[src/rtl/awg_pkg.sv]
// awg_pkg
//   Shared definitions for the AWG segment sequencer: command opcodes,
//   payload length, generator field widths, FSM state encodings and the
//   segment table entry layout.
package awg_pkg;

  // Header byte opcodes (upper nibble)
  localparam logic [3:0] OP_CLR   = 4'h0;
  localparam logic [3:0] OP_WRITE = 4'h1;
  localparam logic [3:0] OP_START = 4'h2;
  localparam logic [3:0] OP_STOP  = 4'h3;

  // Number of payload bytes following a WRITE header
  localparam int PAY_BYTES = 9;

  // Generator field widths
  localparam int TYPE_W = 2;
  localparam int FREQ_W = 16;
  localparam int AMP_W  = 10;
  localparam int OFF_W  = 10;
  localparam int DUR_MAX_W = 16;

  typedef enum logic {
    P_HDR,
    P_PAY
  } parse_state_t;

  typedef enum logic [1:0] {
    S_IDLE,
    S_ARM,
    S_RUN
  } play_state_t;

  // One segment table entry. The duration is kept at full byte-pair width;
  // the parser has already masked it down to the configured DUR_W.
  typedef struct packed {
    logic [TYPE_W-1:0]    wtype;
    logic [FREQ_W-1:0]    freq;
    logic [AMP_W-1:0]     amp;
    logic [OFF_W-1:0]     off;
    logic [DUR_MAX_W-1:0] dur;
  } seg_entry_t;

endpackage

[src/rtl/awg_cmd_parser.sv]
// awg_cmd_parser
//   Turns the UART byte stream into one-cycle command strobes for the
//   sequencer. A header byte {opcode, arg} either acts immediately (CLR,
//   START, STOP) or opens a 9-byte WRITE payload. All outputs are registered
//   and valid for exactly one cycle, the cycle after the byte that caused them.
// Ports
//   clk, rst_n            clock, async active-low reset
//   cfg_data, cfg_valid   received byte and its strobe
//   wr_en/wr_idx/wr_entry table write (cycle after the 9th payload byte)
//   start/last_idx        START with in-range loop end index
//   stop, clr, err_set    STOP, error clear and error set strobes
module awg_cmd_parser
  import awg_pkg::*;
#(
  parameter int NUM_SEG = 4,
  parameter int DUR_W   = 16,
  parameter int IDX_W   = 2
) (
  input  logic             clk,
  input  logic             rst_n,
  input  logic [7:0]       cfg_data,
  input  logic             cfg_valid,
  output logic             wr_en,
  output logic [IDX_W-1:0] wr_idx,
  output seg_entry_t       wr_entry,
  output logic             start,
  output logic [IDX_W-1:0] last_idx,
  output logic             stop,
  output logic             clr,
  output logic             err_set
);

  // Only the low DUR_W bits of the received duration are meaningful
  localparam logic [DUR_MAX_W-1:0] DUR_MASK =
    DUR_MAX_W'((32'd1 << DUR_W) - 32'd1);

  parse_state_t      state_reg;
  logic [3:0]        cnt_reg;
  logic              discard_reg;
  logic [IDX_W-1:0]  idx_reg;
  logic [TYPE_W-1:0] type_reg;
  logic [FREQ_W-1:0] freq_reg;
  logic [AMP_W-1:0]  amp_reg;
  logic [OFF_W-1:0]  off_reg;
  logic [7:0]        dur_hi_reg;

  logic [3:0] op;
  logic [3:0] arg;
  logic       arg_ok;

  assign op     = cfg_data[7:4];
  assign arg    = cfg_data[3:0];
  assign arg_ok = ({1'b0, arg} < 5'(NUM_SEG));

  always_ff @(posedge clk or negedge rst_n) begin
    if (!rst_n) begin
      state_reg   <= P_HDR;
      cnt_reg     <= '0;
      discard_reg <= 1'b0;
      idx_reg     <= '0;
      type_reg    <= '0;
      freq_reg    <= '0;
      amp_reg     <= '0;
      off_reg     <= '0;
      dur_hi_reg  <= '0;
      wr_en       <= 1'b0;
      wr_idx      <= '0;
      wr_entry    <= '0;
      start       <= 1'b0;
      last_idx    <= '0;
      stop        <= 1'b0;
      clr         <= 1'b0;
      err_set     <= 1'b0;
    end else begin
      wr_en   <= 1'b0;
      start   <= 1'b0;
      stop    <= 1'b0;
      clr     <= 1'b0;
      err_set <= 1'b0;
      if (cfg_valid) begin
        case (state_reg)
          P_HDR: begin
            case (op)
              OP_CLR: clr <= 1'b1;
              OP_WRITE: begin
                // An out-of-range index still consumes its payload so the
                // stream stays framed; the write is simply suppressed.
                state_reg   <= P_PAY;
                cnt_reg     <= '0;
                discard_reg <= !arg_ok;
                idx_reg     <= arg[IDX_W-1:0];
                err_set     <= !arg_ok;
              end
              OP_START: begin
                if (arg_ok) begin
                  start    <= 1'b1;
                  last_idx <= arg[IDX_W-1:0];
                end else begin
                  err_set <= 1'b1;
                end
              end
              OP_STOP: stop <= 1'b1;
              default: err_set <= 1'b1;
            endcase
          end
          P_PAY: begin
            cnt_reg <= cnt_reg + 4'd1;
            case (cnt_reg)
              4'd0: type_reg          <= cfg_data[1:0];
              4'd1: freq_reg[15:8]    <= cfg_data;
              4'd2: freq_reg[7:0]     <= cfg_data;
              4'd3: amp_reg[9:8]      <= cfg_data[1:0];
              4'd4: amp_reg[7:0]      <= cfg_data;
              4'd5: off_reg[9:8]      <= cfg_data[1:0];
              4'd6: off_reg[7:0]      <= cfg_data;
              4'd7: dur_hi_reg        <= cfg_data;
              default: ;
            endcase
            if (cnt_reg == 4'(PAY_BYTES - 1)) begin
              state_reg      <= P_HDR;
              wr_en          <= !discard_reg;
              wr_idx         <= idx_reg;
              wr_entry.wtype <= type_reg;
              wr_entry.freq  <= freq_reg;
              wr_entry.amp   <= amp_reg;
              wr_entry.off   <= off_reg;
              wr_entry.dur   <= {dur_hi_reg, cfg_data} & DUR_MASK;
            end
          end
          default: state_reg <= P_HDR;
        endcase
      end
    end
  end

endmodule

[src/rtl/awg_sequencer.sv]
// awg_sequencer
//   Plays a table of waveform segments into the waveform generator. Segment
//   changes happen only on the generator's phase-wrap pulse so the output
//   waveform switches glitch-free. The table is loaded over the UART byte
//   stream through awg_cmd_parser.
// Ports
//   clk, rst_n            clock, async active-low reset
//   cfg_data, cfg_valid   received UART byte and strobe
//   phase_wrap            generator phase-accumulator wrap pulse
//   seg_type/freq/amp/offset  registered generator controls
//   seg_update            one-cycle pulse whenever seg_* change
//   seg_idx               index of the segment now playing
//   busy                  high while armed or running
//   err                   sticky protocol error, cleared by CLR
module awg_sequencer
  import awg_pkg::*;
#(
  parameter int NUM_SEG = 4,
  parameter int DUR_W   = 16,
  parameter int IDX_W   = (NUM_SEG > 1) ? $clog2(NUM_SEG) : 1
) (
  input  logic             clk,
  input  logic             rst_n,
  input  logic [7:0]       cfg_data,
  input  logic             cfg_valid,
  input  logic             phase_wrap,
  output logic [1:0]       seg_type,
  output logic [15:0]      seg_freq,
  output logic [9:0]       seg_amp,
  output logic [9:0]       seg_offset,
  output logic             seg_update,
  output logic [IDX_W-1:0] seg_idx,
  output logic             busy,
  output logic             err
);

  // Reset is asserted asynchronously but released only on a clock edge,
  // so no flop sees a deassertion near its sampling point.
  logic [1:0] rst_sync_reg;
  logic       rst_int_n;

  always_ff @(posedge clk or negedge rst_n) begin
    if (!rst_n) rst_sync_reg <= 2'b00;
    else        rst_sync_reg <= {rst_sync_reg[0], 1'b1};
  end
  assign rst_int_n = rst_sync_reg[1];

  // Command parser
  logic             wr_en;
  logic [IDX_W-1:0] wr_idx;
  seg_entry_t       wr_entry;
  logic             start;
  logic [IDX_W-1:0] last_idx;
  logic             stop;
  logic             clr;
  logic             err_set;

  awg_cmd_parser #(
    .NUM_SEG (NUM_SEG),
    .DUR_W   (DUR_W),
    .IDX_W   (IDX_W)
  ) u_parser (
    .clk       (clk),
    .rst_n     (rst_int_n),
    .cfg_data  (cfg_data),
    .cfg_valid (cfg_valid),
    .wr_en     (wr_en),
    .wr_idx    (wr_idx),
    .wr_entry  (wr_entry),
    .start     (start),
    .last_idx  (last_idx),
    .stop      (stop),
    .clr       (clr),
    .err_set   (err_set)
  );

  // Segment table: one register per entry, cleared by reset
  seg_entry_t tbl_reg [NUM_SEG];

  generate
    for (genvar gi = 0; gi < NUM_SEG; gi++) begin : g_tbl
      always_ff @(posedge clk or negedge rst_int_n) begin
        if (!rst_int_n)                              tbl_reg[gi] <= '0;
        else if (wr_en && (wr_idx == IDX_W'(gi)))    tbl_reg[gi] <= wr_entry;
      end
    end
  endgenerate

  // Sticky error
  always_ff @(posedge clk or negedge rst_int_n) begin
    if (!rst_int_n)   err <= 1'b0;
    else if (clr)     err <= 1'b0;
    else if (err_set) err <= 1'b1;
  end

  // Player
  play_state_t      state_reg;
  logic [IDX_W-1:0] last_reg;
  logic [DUR_W-1:0] dur_cnt_reg;

  logic [IDX_W-1:0] load_idx;
  seg_entry_t       load_entry;
  logic [DUR_W-1:0] load_dur_raw;
  logic [DUR_W-1:0] load_dur;

  // Entry that the next load would pick up. From ARM it is always entry 0;
  // while running it is the successor of the current index within the loop.
  // A commit landing in the same cycle is not visible here yet, so the load
  // sees the previous contents.
  always_comb begin
    load_idx = '0;
    if (state_reg == S_RUN && seg_idx != last_reg) load_idx = seg_idx + IDX_W'(1);
    load_entry   = tbl_reg[load_idx];
    load_dur_raw = load_entry.dur[DUR_W-1:0];
    load_dur     = (load_dur_raw == '0) ? DUR_W'(1) : load_dur_raw;
  end

  assign busy = (state_reg != S_IDLE);

  always_ff @(posedge clk or negedge rst_int_n) begin
    if (!rst_int_n) begin
      state_reg   <= S_IDLE;
      last_reg    <= '0;
      dur_cnt_reg <= '0;
      seg_type    <= '0;
      seg_freq    <= '0;
      seg_amp     <= '0;
      seg_offset  <= '0;
      seg_update  <= 1'b0;
      seg_idx     <= '0;
    end else begin
      seg_update <= 1'b0;
      // Commands take priority over a coincident wrap
      if (stop) begin
        state_reg  <= S_IDLE;
        seg_amp    <= '0;
        seg_offset <= '0;
        seg_update <= (state_reg == S_RUN);
      end else if (start) begin
        state_reg <= S_ARM;
        last_reg  <= last_idx;
      end else if (phase_wrap) begin
        case (state_reg)
          S_ARM, S_RUN: begin
            if (state_reg == S_RUN && dur_cnt_reg > DUR_W'(1)) begin
              dur_cnt_reg <= dur_cnt_reg - DUR_W'(1);
            end else begin
              state_reg   <= S_RUN;
              seg_idx     <= load_idx;
              seg_type    <= load_entry.wtype;
              seg_freq    <= load_entry.freq;
              seg_amp     <= load_entry.amp;
              seg_offset  <= load_entry.off;
              dur_cnt_reg <= load_dur;
              seg_update  <= 1'b1;
            end
          end
          default: ;
        endcase
      end
    end
  end

endmodule

[config.mk]
export PLATFORM = sky130hd
export DESIGN_NAME = awg_sequencer
export DESIGN_NICKNAME = d
export VERILOG_FILES = /design/src/rtl/awg_pkg.sv /design/src/rtl/awg_cmd_parser.sv /design/src/rtl/awg_sequencer.sv
export SDC_FILE = /design/constraint.sdc
export NUM_CORES = 1
export LEC_CHECK = 0
export BUFFER_PORTS_ARGS = -buffer_cell sky130_fd_sc_hd__buf_2
export CAP_MARGIN = 20
export CORE_MARGIN = 2
export CORE_UTILIZATION = 45
export DETAILED_ROUTE_END_ITERATION = 8
export GPL_ROUTABILITY_DRIVEN = 0
export MAX_ROUTING_LAYER = met4
export SLEW_MARGIN = 10
export SYNTH_ARGS = -nofsm -noshare
export SYNTH_HDL_FRONTEND = slang
export SYNTH_SLANG_ARGS = --single-unit
[constraint.sdc]
create_clock -name clk -period 11.6 [get_ports clk]
set_input_delay 0.58 -clock clk [delete_from_list [all_inputs] [get_ports clk]]
set_output_delay 0.58 -clock clk [all_outputs]
set_load 0.05 [all_outputs]
### Word-level counts from Yosys, hierarchy flattened

Index checks and enable logic that the tools add are counted.
Widths: inputs -> output; s select.

| cells by class | value |
|---|---|
| multiply operators | 0 |
| divide/modulo/power cells | 0 |
| $lt $le $gt $ge | 3 |
| multiplexer cells | 50 |
| add/subtract/negate cells | 3 |
| equal/unequal tests | 21 |
| bitwise logic cells | 5 |
| reduce and logical (&&, ||, !) cells | 37 |
| shift operators | 0 |

Operators with widths:

| operator | count |
|---|---|
| $bmux 54 s2 | 1 |
| $mux 54 | 2 |
| $mux 10 | 10 |
| $reduce_and 3->1 | 11 |
| $mux 16 | 2 |
| $mux 1 | 25 |
| $eq 4x2->1 const B | 4 |
| $eq 4x3->1 const B | 4 |
| $gt 16x1->1 const B | 1 |
| $logic_not 16->1 | 1 |
| $sub 16x1->16 const B | 1 |
| $mux 2 | 6 |
| $reduce_and 4->1 | 3 |
| $eq 4x1->1 const B | 2 |
| $logic_not 4->1 | 2 |
| $pmux 4 s2 | 1 |
| $reduce_bool 2->1 | 4 |
| $eq 2x2->1 const B | 3 |
| $logic_and 1x1->1 | 6 |
| $reduce_bool 3->1 | 2 |
| $reduce_and 5->1 | 1 |
| $add 4x1->4 const B | 1 |
| $eq 2x1->1 const B | 2 |
| $eq 4x4->1 const B | 1 |
| 16 further kinds | 23 |

| storage, ports and cells | value |
|---|---|
| memories | 0 |
| flip-flop bits (word level) | 397 |
| RAM bits | 0 |
| logic and storage cells | 174 |
| output and inout port bits | 43 |
| input bits | 12 |
| latch bits | 0 |
| memory bits (read-only) | 0 |

### Longest topological paths before layout

Gate-level depths: netlist of run 1.

| logic depth | value |
|---|---|
| word-level depth | 12 |
| mapped depth | 10 |
| gate-level depth less buffers | 8 |

### Hierarchy

From an unflattened synthesis of run 1, not the netlist that was laid out.

| second synthesis, totals | value |
|---|---|
| cells, all modules | 1156 |
| area, all modules | 16940.0 um^2 |

By module, submodules not included:

| module | area an instance (um^2) | seq. area each (um^2) | cells each | instances |
|---|---|---|---|---|
| awg_sequencer | 12340.6 | 7006.7 | 866 | 1 |
| awg_cmd_parser | 4599.4 | 2927.8 | 290 | 1 |

### Worst setup path after synthesis of run 1

No wires, ideal clock.

| timing path | value |
|---|---|
| path kind | register to register |
| start | register seg_idx[1] |
| end | register dur_cnt_reg[0] |
| cell stages (with the launch flop) | 9 |
| data required time | 11.476 ns |
| period minus slack after synthesis | 2.485 ns |
| data arrival time | 2.361 ns |
| buffers on the path | 3 |
| setup time | 0.124 ns |
| setup slack | 9.115 ns |
| cell sequence | dfrtp_1 -> xor2_1 -> o21ai_1 -> buf_4 -> buf_6 -> buf_2 -> mux4_2 -> a41oi_1 -> o21ai_1 |

| on the way | value |
|---|---|
| longest elaborated chain between the ends | 10 |
| elaborated cells between the ends (all ways) | 11 |
| those cells by class | 1 x add/sub; 1 x eq/ne; 6 x mux; 1 x bitwise; 2 x reduce/logical |

Ends and longest elaborated chain:

| element | RTL line | RTL |
|---|---|---|
| start, declared | awg_sequencer.sv:32 | `output logic [IDX_W-1:0] seg_idx,` |
| start signal, assigned | awg_sequencer.sv:149 | `seg_idx <= load_idx;` |
| branches (longest 2 deep; another with $add 2x1->2) | -- |  |
| $mux 2 (*) | awg_sequencer.sv:112 | `if (state_reg == S_RUN && seg_idx != last_reg) load_idx = seg_idx + IDX_W'(1);` |
| $not 2->3 (not written as such) (*) | awg_sequencer.sv:113 | `load_entry = tbl_reg[load_idx];` |
| $bmux 54 s2 (*) | awg_sequencer.sv:113 |  |
| $mux 54 (not written as such) (*) (2 in a row) | awg_sequencer.sv:113 |  |
| $logic_not 16->1 | awg_sequencer.sv:115 | `load_dur = (load_dur_raw == '0) ? DUR_W'(1) : load_dur_raw;` |
| $mux 16 (*) | awg_sequencer.sv:115 |  |
| $mux 16 (*) | awg_sequencer.sv:145 | `if (state_reg == S_RUN && dur_cnt_reg > DUR_W'(1)) begin` |
| end signal, assigned | awg_sequencer.sv:146 | `dur_cnt_reg <= dur_cnt_reg - DUR_W'(1);` |
| end signal, assigned | awg_sequencer.sv:154 | `dur_cnt_reg <= load_dur;` |
| end, declared | awg_sequencer.sv:99 | `logic [DUR_W-1:0] dur_cnt_reg;` |

Mark *: on every way between the ends. The select of a mux whose other input is x is not followed.
A chain may end at the register's enable or synchronous reset.

### Worst setup path in the final report of run 1

| timing path | value |
|---|---|
| start | register state_reg[0] |
| end | register dur_cnt_reg[0] |

| on the way | value |
|---|---|
| longest elaborated chain between the ends | 10 |
| elaborated cells between the ends (all ways) | 14 |
| those cells by class | 2 x eq/ne; 6 x mux; 1 x bitwise; 5 x reduce/logical |

Ends and longest elaborated chain:

| element | RTL line | RTL |
|---|---|---|
| start, declared | awg_sequencer.sv:97 | `play_state_t state_reg;` |
| start signal, assigned | awg_sequencer.sv:122 | `state_reg <= S_IDLE;` |
| start signal, assigned | awg_sequencer.sv:135 | `state_reg <= S_IDLE;` |
| start signal, assigned | awg_sequencer.sv:140 | `state_reg <= S_ARM;` |
| $eq 2x2->1 | awg_sequencer.sv:112, awg_sequencer.sv:143, awg_sequencer.sv:145 |  |
| $logic_and 1x1->1 | awg_sequencer.sv:112 |  |
| $mux 2 | awg_sequencer.sv:112 |  |
| $not 2->3 (not written as such) | awg_sequencer.sv:113 |  |
| $bmux 54 s2 | awg_sequencer.sv:113 |  |
| $mux 54 (not written as such) (2 in a row) | awg_sequencer.sv:113 |  |
| $logic_not 16->1 | awg_sequencer.sv:115 |  |
| $mux 16 | awg_sequencer.sv:115 |  |
| $mux 16 | awg_sequencer.sv:145 |  |

Parallel ways exist; a longest one is shown, timed or not. The select of a mux whose other input is x is not followed.

==> results summary, run 1 <==
The detailed router put a total of 16300 um of wire on met1. The average via count per standard cell came out at 5.58. VDD sags by at most 0.000129 V. In this run the clock root is driven by a sky130_fd_sc_hd__clkbuf_16. The worst hold-check path type is in -> async. Wire segments on met3 add up to 957 um in the final route. From synthesis to final layout, the design area changed by 13.2%.

The final sum of negative setup slack is 0 ns. The final critical path takes up 30.7% of the cycle. For the pin with the worst max-slew slack, the measured transition is 1.01 ns.

After detailed routing, the total wire length is 34100 um. The number of port buffers came out at 54. Once placement finished, the instance area stood at 17300 um^2. The synthesized design contains 0 enable-type register cells. The total of max-cap violations is 0.

The worst setup path is launched from a flip-flop. Counting every net in the synthesized netlist gives 1131. The synthesized netlist cell count is 1111. The number of global-route vias before repair was 9587. Across the routed clock network, the largest skew measured is 0.0109 ns. The sequential share of the synthesized area came out at 60.0%. The total of flip-flops plus latches after synthesis came out at 397. The final critical-path required period is 3.57 ns.

The final setup violation count is 0. The number of warning messages in the yosys log came out at 0. The flow ran to the end, and the final reports show no timing, DRC or antenna violations. The via total after detailed routing is 9303.

The adder-cell share of the synthesized area is 0.605%. The worst max-slew margin expressed relative to the limit is 32.3%. The maximum fanout encountered on the critical timing path came out at 32. The maximum buffer depth of the clock tree came out at 3.

The final standard cell area without fillers came out at 18700 um^2. The final hold violation count came out at 0. The detailed-routed wire length on met2 is 16300 um. The proportion of layout cells with a drive suffix above 1 is 44.5%. The flip-flop count of the largest register after layout is 216. The signal arrival time at the worst endpoint is 4.01 ns. The count of cells resized by post-cts repair came out at 0.

The worst setup path is of the reg -> reg kind. For this run, the total global-route usage over all layers was measured as 19.2%. Overall power consumption after layout is estimated at 0.00407 W. The leftover overflow at the end of global routing came out at 0.

The number of distinct standard cells referenced by the synthesized netlist is 41. The number of nets in the layout came out at 1189. Summing the areas of all xor and xnor instances in the mapped netlist gives 0.106% of the synthesized area. The core outline area is 36400 um^2. For this configuration, the core starts out at a cell density of 45.4%. Setup repair after global routing left no endpoint under its margin. The share of the synthesized area in the top cell type came out at 60.0%.

Row generation in the floorplan step produced 70 rows. The detailed-routing iteration count for the pre-antenna-repair pass came out at 4. The wire length of the first global-routing pass is 55700 um. In this run the mean area of a mapped cell was 14.9 um^2. The detailed-placement wirelength estimate came out at 20000 um. In this run, the number of DRC markers left after iteration 0 of detailed routing was 455. The required time of the worst setup path came out at 12.04 ns.

The leakage power of the design is 9.29 nW. TritonCTS built the clock tree. The complex-gate fraction of the synthesized area came out at 3.31%. The top-level I/O count is 55.

The most frequently used flop master after synthesis is sky130_fd_sc_hd__dfrtp_1. The simple logic cell fraction of the synthesized area came out at 4.59%. The average detailed-routed wire length per instance is 20.5 um. Entering global routing, the biggest net connects 147 pins. Clock-pin slew was measured on the worst setup and hold paths at 0.06 ns. The die extent in y is 196 um. The highest routing layer actually used is met4. Static timing analysis puts the maximum clock frequency at 0.280 GHz. The number of nets still failing antenna checks after routing is 0. The final routed DRC violation total is 0.

The number of buffers added by the clock tree synthesis step is 43. Ranked by instance count, the synthesized netlist is headed by 397 x sky130_fd_sc_hd__dfrtp_1, 324 x sky130_fd_sc_hd__mux2_2, 88 x sky130_fd_sc_hd__nand2_1, 54 x sky130_fd_sc_hd__mux4_2, 32 x sky130_fd_sc_hd__o21ai_0. After synthesis, the cell types taking the most area are sky130_fd_sc_hd__dfrtp_1 60%, sky130_fd_sc_hd__mux2_2 22%, sky130_fd_sc_hd__mux4_2 7.4%, sky130_fd_sc_hd__nand2_1 2.0%, sky130_fd_sc_hd__a22o_1 1.2%. The die extent in x came out at 196 um.

The largest total area in the synthesized netlist belongs to sky130_fd_sc_hd__dfrtp_1. The power density normalized to cell area came out at 217 nW/um^2. In the synthesized netlist the async set-or-reset flop fraction comes to 100%. The number of antenna diodes in the final layout is 0. The library cell with the highest instance count after synthesis is sky130_fd_sc_hd__dfrtp_1. The initial antenna violation count is 0. The final count of pins violating max slew is 0.

By area, the combinational part of the netlist is dominated by multiplexers. The die covers 38300 um^2. The total standard cell area after synthesis came out at 16500 um^2. Multiplexer cells account for 29.4% of the synthesized area. The number of clock sinks is 397. The later pin in the worst-skew pair is clocked with a latency of 0.54 ns.

The CTS H-tree depth is 2. Across all hold checks on the routed design, the worst slack comes to 0.344 ns. The element type at the critical path end is a flip-flop.
==> worst paths after layout <==
| path | start | to | slack (ns) | depth (start not counted) |
|---|---|---|---|---|
| max | state_reg[0] | dur_cnt_reg[0] | 8.03 | 10 |
| min | rst_n | rst_sync_reg[1] | 0.34 | 2 |
| max reg2reg | state_reg[0] | dur_cnt_reg[0] | 8.03 | 10 |
| min reg2reg | rst_sync_reg[0] | rst_sync_reg[1] | 0.36 | 0 |
| max in group asynchronous | rst_sync_reg[1] | tbl_reg[164] | 9.12 | 2 |
| min in group clk | rst_sync_reg[0] | rst_sync_reg[1] | 0.36 | 0 |
==> cells in the final DEF (no fill, tap or decap), types with 4 or more instances in the layout <==
cell type and n:
sky130_fd_sc_hd__dfrtp_1 396, sky130_fd_sc_hd__a22o_1 22, sky130_fd_sc_hd__clkbuf_1 6, sky130_fd_sc_hd__mux2_2 324, sky130_fd_sc_hd__o21ai_0 32, sky130_fd_sc_hd__clkbuf_16 45, sky130_fd_sc_hd__a21oi_1 22, sky130_fd_sc_hd__nor2b_1 4
sky130_fd_sc_hd__nand3_1 6, sky130_fd_sc_hd__nor4_1 9, sky130_fd_sc_hd__ha_1 8, sky130_fd_sc_hd__clkbuf_8 14, sky130_fd_sc_hd__nor2_1 20, sky130_fd_sc_hd__nor3_1 18, sky130_fd_sc_hd__mux4_2 54, sky130_fd_sc_hd__nand2_1 88
sky130_fd_sc_hd__buf_4 18, sky130_fd_sc_hd__buf_2 54, sky130_fd_sc_hd__inv_1 9, sky130_fd_sc_hd__clkinv_2 10, sky130_fd_sc_hd__or3_1 4
==> metal layers <==
| metal | vias to the layer above | track usage [%] |
|---|---|---|
| met4 | 0 | 4.66 |
| met3 | 58 | 2.65 |
| met1 | 4977 | 27.1 |
| li1 | 4160 | - |
| met2 | 108 | 29.8 |
| met5 | - | - |
==> area by class of cell <==
type | count | area (um^2)
clock buffers | 65 | 1340
repair buffers | 74 | 435
flip-flops and latches | 397 | 9940
multi-input cells | 644 | 6330
inverters | 9 | 33.8
clock inverters | 11 | 57.6
fillers | 3128 | 17700
well taps | 468 | 586
==> through the flow <==
stage               setup WS (ns)  std cells  utilization [%]
floorplan                    5.12       1111                -
global placement             7.94       1591             47.5
detailed placement           7.92       1591             47.5
CTS                          7.91       1668             51.4
global route                 7.71       1668             51.4
finish                       8.03       1668             51.4
==> worst max-delay path, cell delays in order (launching register included) <==
cell                      delay, ns
sky130_fd_sc_hd__dfrtp_1       0.34
sky130_fd_sc_hd__inv_1         0.06
sky130_fd_sc_hd__ha_1          0.27
sky130_fd_sc_hd__nor2b_1       0.19
sky130_fd_sc_hd__o21ai_4       0.06
sky130_fd_sc_hd__buf_4         0.46
sky130_fd_sc_hd__buf_4         0.67
sky130_fd_sc_hd__mux4_2        0.61
sky130_fd_sc_hd__nor4_1        0.44
sky130_fd_sc_hd__a41oi_1       0.18
sky130_fd_sc_hd__o21ai_1       0.14
==> cells by family (layout without fill, tap and decap cells) <==
group	count (synthesis)	count (layout)
AOI/OAI and AO/OA	87	87
xor gates and xnor gates	2	2
adders and majority gates	8	8
buffers and inverters	70	159
DFF	397	397
muxes	378	378
other	1	1
and+or+nand+nor	168	168
==> report_power, final <==
group	internal (W)	total [W]	switching [W]
clock	0.000794	0.00133	0.000538
sequential	0.00164	0.00186	0.000219
combinational	0.000391	0.000875	0.000484
==> timing repair <==
action / in CTS / in global routing
setup buffers: 0 / 0
hold endpoints to repair: 2 / 0
hold buffers: 1 / 0
Note: power is estimated with default switching activity, not from simulation.
==> run 2: changes to the inputs <==
==> constraint.sdc (replaced) <==
create_clock -name clk -period 3.5 [get_ports clk]
set_input_delay 0.175 -clock clk [delete_from_list [all_inputs] [get_ports clk]]
set_output_delay 0.175 -clock clk [all_outputs]
set_load 0.05 [all_outputs]
==> results summary, run 2 (synthesis results as in run 1) <==
Result of the run: complete, no violations (unchanged). The average via count per standard cell is 5.56 (was 5.58). The final worst hold slack is 0.0431 ns (was 0.344 ns). The CTS H-tree depth is 2 (unchanged). The number of clock sinks was 397 (unchanged). The final count of pins violating max slew came out at 0 (unchanged). The critical path startpoint category is a flip-flop (unchanged).

The via total after detailed routing came out at 9422 (was 9303). The worst hold-check path type is in -> reg (was in -> async). Most used cells in the layout excluding fill and tap cells: 396 x sky130_fd_sc_hd__dfrtp_1, 324 x sky130_fd_sc_hd__mux2_2, 88 x sky130_fd_sc_hd__nand2_1 (unchanged).

The signal arrival time at the worst endpoint came out at 3.08 ns (was 4.01 ns). The overall global routing resource usage came to 19.8% (was 19.2%). The total of max-cap violations is 0 (unchanged). The layout-stage area growth over the synthesis result is 15.2% (was 13.2%). The number of violations reported at the end of detailed-routing iteration 0 came out at 465 (was 455).

The delay of the slowest cell on the worst path was 0.57 ns (was 0.67 ns). The leakage power of the design is 9.46 nW (was 9.29 nW). The clock root buffer is sky130_fd_sc_hd__clkbuf_16 (unchanged). The number of nets still failing antenna checks after routing is 0 (unchanged). The final hold violation count is 0 (unchanged). For hold timing, the worst endpoint is u_parser.stop. The kind of critical path is reg -> reg (unchanged). The slack of the worst reg-to-reg path is 0.84 ns (was 8.03 ns). Setup repair after global routing missed its margin: false (unchanged). The final standard cell area without fillers came to 19100 um^2 (was 18700 um^2). The pin count of the biggest net entering global routing is 71 (was 147). The later-pin clock latency in the skew report is 0.55 ns (was 0.54 ns). The final routed DRC violation total was 0 (unchanged). The proportion of layout cells with a drive suffix above 1 came out at 45.0% (was 44.5%). The area after detailed placement was 17500 um^2 (was 17300 um^2).

The number of global-route vias before repair is 9828 (was 9587). The CTS tree was built (unchanged). The required time of the worst setup path is 3.92 ns (was 12.04 ns). The power density normalized to cell area is 726 nW/um^2 (was 217 nW/um^2). The largest vdd supply drop was 0.000610 V (was 0.000129 V). The capture instance of the worst register-to-register path is dur_cnt_reg[0] (unchanged). The cell depth of the worst hold path is 3. The number of port buffers came out at 54 (unchanged). The die area came out at 38300 um^2 (unchanged). The top-level I/O count came to 55 (unchanged).

The final critical-path required period was 2.66 ns (was 3.57 ns). The worst reg-to-reg path cell count came to 7 (was 10). The slowest cell on the critical path is sky130_fd_sc_hd__o21ai_4 (was sky130_fd_sc_hd__buf_4). The detailed-route wire length came out at 35000 um (was 34100 um).

The final setup violation count was 0 (unchanged). The wire length of the first global-routing pass is 57300 um (was 55700 um). The clock tree skew after final layout is 0.0155 ns (was 0.0109 ns). Chain of cells forming the critical path: xor2_1, o21ai_4, buf_4, buf_4, mux4_2, a41oi_1, o21ai_1 (was inv_1, ha_1, nor2b_1, o21ai_4, buf_4, buf_4, mux4_2, nor4_1, a41oi_1, o21ai_1). The number of nets in the layout is 1212 (was 1189). The cell repeated most along the worst path is sky130_fd_sc_hd__buf_4 (unchanged). The detailed-placement wirelength estimate was 21300 um (was 20000 um). The element type at the critical path end is a flip-flop (unchanged). The average detailed-routed wire length per instance came out at 20.7 um (was 20.5 um). The detailed-routing iteration count for the pre-antenna-repair pass was 4 (unchanged).

The power after layout is 0.0138 W (was 0.00407 W). The worst reg2reg path startpoint is seg_idx[1] (was state_reg[0]). The starting density of the core came out at 45.4% (unchanged). The maximum buffer depth of the clock tree is 3 (unchanged).

The die extent in y is 196 um (unchanged). The post-CTS clock slew at the launch and capture registers of the worst setup and hold paths is 0.06 ns (about the same). The flip-flop count of the largest register after layout is 216 (unchanged). The initial antenna violation count came to 1 (was 0). The die extent in x came to 196 um (unchanged). The worst max-slew margin expressed relative to the limit came to 44.3% (was 32.3%).

The leading cell type in the layout, fill and taps excluded is sky130_fd_sc_hd__dfrtp_1 (unchanged). The transition time of the tightest slew-check pin is 0.835 ns (was 1.01 ns). The total inserted antenna cells is 0 (unchanged). In this run the most critical hold path is launched from cfg_data[4]. The maximum fanout encountered on the critical timing path is 14 (was 32). The leftover overflow at the end of global routing is 0 (unchanged). The placement row count was 70 (unchanged). The number of buffers added by the clock tree synthesis step is 44 (was 43). The upper clock frequency limit is 0.375 GHz (was 0.280 GHz). The ratio of final minimum period to clock period was 76.1% (was 30.7%). The core outline area came to 36400 um^2 (unchanged).
-- run 2: changes by cell type in the layout (fill, tap and decap cells not counted), moves of 2 or more --
cell                            previous run  this run
sky130_fd_sc_hd__buf_12                    1         7
sky130_fd_sc_hd__clkinv_2                 10         4
sky130_fd_sc_hd__clkbuf_1                  6        10
sky130_fd_sc_hd__clkbuf_8                 14        16
sky130_fd_sc_hd__dlygate4sd3_1             1         4
sky130_fd_sc_hd__bufinv_16                 0         2
sky130_fd_sc_hd__buf_4                    18        31
sky130_fd_sc_hd__inv_6                     0         2
-- run 2: layout make-up --
cell class                      count  area, um^2
Clock inverter                      9         109
Fill cell                        3060       17400
Inverter                            9        33.8
Multi-Input combinational cell    644        6330
Timing Repair Buffer               96         683
Sequential cell                   397        9940
Clock buffer                       71        1380
Tap cell                          468         586
-- run 2: per-stage QoR --
stage,utilization (%),worst slack [ns],TNS (ns),cells
2_1_floorplan,-,-0.402,-158.67,1111
3_3_place_gp,48.1,0.844,0,1610
3_5_place_dp,48.1,0.791,0,1610
4_1_cts,52.3,0.751,0,1694
5_1_grt,52.3,0.644,0,1694
6_report,52.3,0.835,0,1694
-- run 2: routing by layer --
layer | vias to the layer above | GRT usage [%] | wire (um)
met5 | - | - | 0
li1 | 4210 | - | -
met4 | 0 | 4.88 | 670
met1 | 5000 | 27.9 | 16800
met3 | 61 | 3.11 | 1230
met2 | 151 | 30.4 | 16300
-- run 2: worst max-delay path, delay by kind of cell, from the launching register on --
family	cells	cell delay, ns
multiplexers	1	0.57
AO/OA/AOI/OAI	3	0.85
buffers and inverters	2	0.50
flip-flops	1	0.43
XOR/XNOR	1	0.18
-- run 2: how the worst max path moves through the flow --
stage                                 to             from  cells past startpoint
after floorplan           dur_cnt_reg[0]  rst_sync_reg[1]                      0
after global placement    dur_cnt_reg[0]      last_reg[1]                      7
after detailed placement  dur_cnt_reg[0]       seg_idx[1]                      7
after CTS                 dur_cnt_reg[0]       seg_idx[1]                      7
after global routing      dur_cnt_reg[0]       seg_idx[1]                      7
final                     dur_cnt_reg[0]       seg_idx[1]                      7
-- run 2: timing repair --
item                      in CTS  in global routing
hold buffers                   4                  0
buffers inserted               0                  0
resized for setup              0                  0
hold endpoints to repair       6                  0
-- run 2: where the power goes --
group          total (W)  switching (W)  internal [W]
Clock            0.00469        0.00184       0.00285
Sequential       0.00617       0.000737       0.00543
Combinational    0.00297        0.00163       0.00135
==> run 3: changes to the inputs <==
==> constraint.sdc (replaced) <==
create_clock -name clk -period 2.7 [get_ports clk]
set_input_delay 0.135 -clock clk [delete_from_list [all_inputs] [get_ports clk]]
set_output_delay 0.135 -clock clk [all_outputs]
set_load 0.05 [all_outputs]
==> results summary, run 3 (synthesis results as in run 1) <==
The instance count after placement with tap cells included came out at 1615 (was 1610). The die extent in y came to 196 um (unchanged). The proportion of layout cells with a drive suffix above 1 came out at 44.6% (was 45.0%).

The maximum buffer depth of the clock tree is 3 (unchanged). The flip-flop count of the largest register after layout is 216 (unchanged). The detailed-routing iteration count for the pre-antenna-repair pass came out at 4 (unchanged). The cell depth of the worst hold path is 3 (unchanged).

The number of clock sinks was 397 (unchanged). The number of global-route vias before repair is 10.0k (was 9828). The final routed DRC violation total was 0 (unchanged). The total of max-cap violations is 0 (unchanged). The final count of pins violating max slew is 0 (unchanged). The ratio of final minimum period to clock period is 89.5% (was 76.1%).

The starting density of the core is 45.4% (unchanged). Chain of cells forming the critical path: or3_4, or3_1, o21a_4, nor3_2, nor2_2, buf_4, a22o_1 (was xor2_1, o21ai_4, buf_4, buf_4, mux4_2, a41oi_1, o21ai_1). The area after detailed placement was 17700 um^2 (was 17500 um^2). The clock tree skew after final layout is 0.0148 ns (was 0.0155 ns). The launch instance of the worst min-delay path is cfg_data[5] (was cfg_data[4]). The filler cell count in the final layout is 3061 (was 3060). The delay of the slowest cell on the worst path came out at 0.44 ns (was 0.57 ns). The leftover overflow at the end of global routing came out at 0 (unchanged). The share of power burned in the clock network is 32.7% (was 33.9%). The pin count of the biggest net entering global routing is 47 (was 71). The post-place setup slack is 0.268 ns (was 0.791 ns). The switching share of total power is 30.5% (was 30.4%). The final standard cell area without fillers came out at 19100 um^2 (about the same). The power share of the combinational group came out at 22.3% (was 21.5%). The transition time of the tightest slew-check pin is 0.812 ns (was 0.835 ns).

The required time of the worst setup path was 3.13 ns (was 3.92 ns). Setup repair after global routing missed its margin: false (unchanged). The final worst setup slack came to 0.284 ns (was 0.835 ns). The placement row count came out at 70 (unchanged). The net load switching power came to 0.00542 W (was 0.00421 W). The top-level I/O count is 55 (unchanged). The detailed-route wire length was 35200 um (was 35000 um). Result of the run: complete, no violations (unchanged). The post-CTS repair timing setup buffer count is 0 (unchanged). The leading cell type in the layout, fill and taps excluded is sky130_fd_sc_hd__dfrtp_1 (unchanged). The sequential cell fraction of total power is 44.9% (was 44.6%). The detailed-placement wirelength estimate came out at 21400 um (was 21300 um). The CTS H-tree depth came to 2 (unchanged). The number of nets still failing antenna checks after routing came out at 0 (unchanged). The core outline area was 36400 um^2 (unchanged). The number of buffers added by the clock tree synthesis step came out at 44 (unchanged). The share of the core filled with cells in the final layout came out at 52.5% (was 52.3%). The final instance count without filler cells is 1698 (was 1694).

The number of port buffers is 54 (unchanged). The overall global routing resource usage is 20.1% (was 19.8%). The worst min-delay path endpoint is u_parser.stop (unchanged). The internal portion of total power is 0.0124 W (was 0.00963 W). The via total after detailed routing is 9319 (was 9422).

The worst max-slew margin expressed relative to the limit is 45.9% (was 44.3%). The final hold violation count is 0 (unchanged). The number of violations reported at the end of detailed-routing iteration 0 was 495 (was 465).

The element type at the critical path end is a flip-flop (unchanged). The upper clock frequency limit came out at 0.414 GHz (was 0.375 GHz). The maximum fanout encountered on the critical timing path is 20 (was 14).

The final critical-path required period is 2.42 ns (was 2.66 ns). The count of cells resized by post-cts repair is 0 (unchanged). The CTS tree is built (unchanged). The post-CTS clock slew at the launch and capture registers of the worst setup and hold paths is 0.06 ns (about the same). The largest vdd supply drop is 0.000485 V (was 0.000610 V). The power density normalized to cell area is 929 nW/um^2 (was 726 nW/um^2).

The worst reg-to-reg path cell count came out at 7 (unchanged). The later-pin clock latency in the skew report is 0.55 ns (about the same). The clock root buffer is sky130_fd_sc_hd__clkbuf_16 (unchanged). The initial antenna violation count is 2 (was 1). The signal arrival time at the worst endpoint came out at 2.85 ns (was 3.08 ns). The leakage power of the design came out at 9.47 nW (was 9.46 nW). Most used cells in the layout excluding fill and tap cells: 396 x sky130_fd_sc_hd__dfrtp_1, 324 x sky130_fd_sc_hd__mux2_2, 88 x sky130_fd_sc_hd__nand2_1 (unchanged). The slowest cell on the critical path is sky130_fd_sc_hd__or3_1 (was sky130_fd_sc_hd__o21ai_4). The final setup violation count came out at 0 (unchanged).

The slack of the worst reg-to-reg path is 0.28 ns (was 0.84 ns). The total inserted antenna cells came to 0 (unchanged). The layout-stage area growth over the synthesis result is 15.6% (was 15.2%). The number of buffers added to fix hold violations after cts came out at 5 (was 4). The average via count per standard cell came to 5.49 (was 5.56). The worst hold-check path type is in -> reg (unchanged).

The worst reg2reg path startpoint is dur_cnt_reg[9] (was seg_idx[1]). The number of nets in the layout came out at 1218 (was 1212). The die extent in x came to 196 um (unchanged).

The kind of critical path is reg -> reg (unchanged). The capture instance of the worst register-to-register path is seg_amp[1] (was dur_cnt_reg[0]). The wire length of the first global-routing pass is 58400 um (was 57300 um). The die area came out at 38300 um^2 (unchanged). The average detailed-routed wire length per instance is 20.7 um (about the same). The critical path startpoint category was a flip-flop (unchanged).
-- run 3: cell types whose count changed in the layout (fill, tap and decap cells not counted), moves of 3 or more --
cell	delta
sky130_fd_sc_hd__clkbuf_1	+6
sky130_fd_sc_hd__buf_4	-3
sky130_fd_sc_hd__buf_12	+8
sky130_fd_sc_hd__clkbuf_8	-4
sky130_fd_sc_hd__clkinv_2	-3
-- run 3: worst max-delay path, delay by kind of cell (launching register included) --
kind	cells	cell delay, ns
buffers and inverters	1	0.22
AND/OR/NAND/NOR	4	1.07
flip-flops	1	0.40
AO/OA/AOI/OAI	2	0.58
-- run 3: worst max-delay path by stage --
stage                         start              to  slack, ns  cells after the start
CTS                    state_reg[0]  dur_cnt_reg[0]       0.25                      9
detailed placement       seg_idx[1]  dur_cnt_reg[0]       0.27                      7
global placement       state_reg[0]  dur_cnt_reg[0]       0.29                      9
finish               dur_cnt_reg[9]      seg_amp[1]       0.28                      7
floorplan           rst_sync_reg[1]  dur_cnt_reg[0]      -1.20                      0
global route           state_reg[0]  dur_cnt_reg[0]       0.12                      9
-- run 3: power groups by stage --
stage	clock network [W]	logic (W)	registers, W
after detailed placement	0	0.00402	0.00809
after CTS	0.00598	0.00404	0.00799
after global routing	0.00625	0.00435	0.00819
after floorplan	0	0.00276	0.00804
final	0.00582	0.00397	0.00799
after global placement	0	0.00395	0.00805
-- run 3: metrics by stage --
step | power, W | TNS [ns] | hold slack [ns]
after global routing | 0.0188 | 0 | 0.0153
after CTS | 0.0180 | 0 | 0.00610
after global placement | 0.0120 | 0 | -0.0793
after detailed placement | 0.0121 | 0 | -0.0762
final | 0.0178 | 0 | 0.0216
after floorplan | 0.0108 | -474.67 | -0.161
-- run 3: final cells by class --
| class | instances | area, um^2 | share of cell area, % |
|---|---|---|---|
| Sequential cell | 397 | 9940 | 52.0 |
| Multi-Input combinational cell | 644 | 6330 | 33.1 |
| Clock buffer | 73 | 1350 | 7.06 |
| Timing Repair Buffer | 102 | 831 | 4.34 |
| Tap cell | 468 | 586 | 3.06 |
| Clock inverter | 5 | 60.1 | 0.314 |
| Inverter | 9 | 33.8 | 0.177 |
-- run 3: layer usage --
| metal | part of all wire [%] | vias to the layer above | global-route usage (%) |
|---|---|---|---|
| li1 | - | 4234 | - |
| met1 | 49 | 4900 | 28.7 |
| met3 | 3.1 | 50 | 2.94 |
| met5 | 0 | - | - |
| met2 | 46 | 135 | 30.6 |
| met4 | 1.9 | 0 | 5.11 |
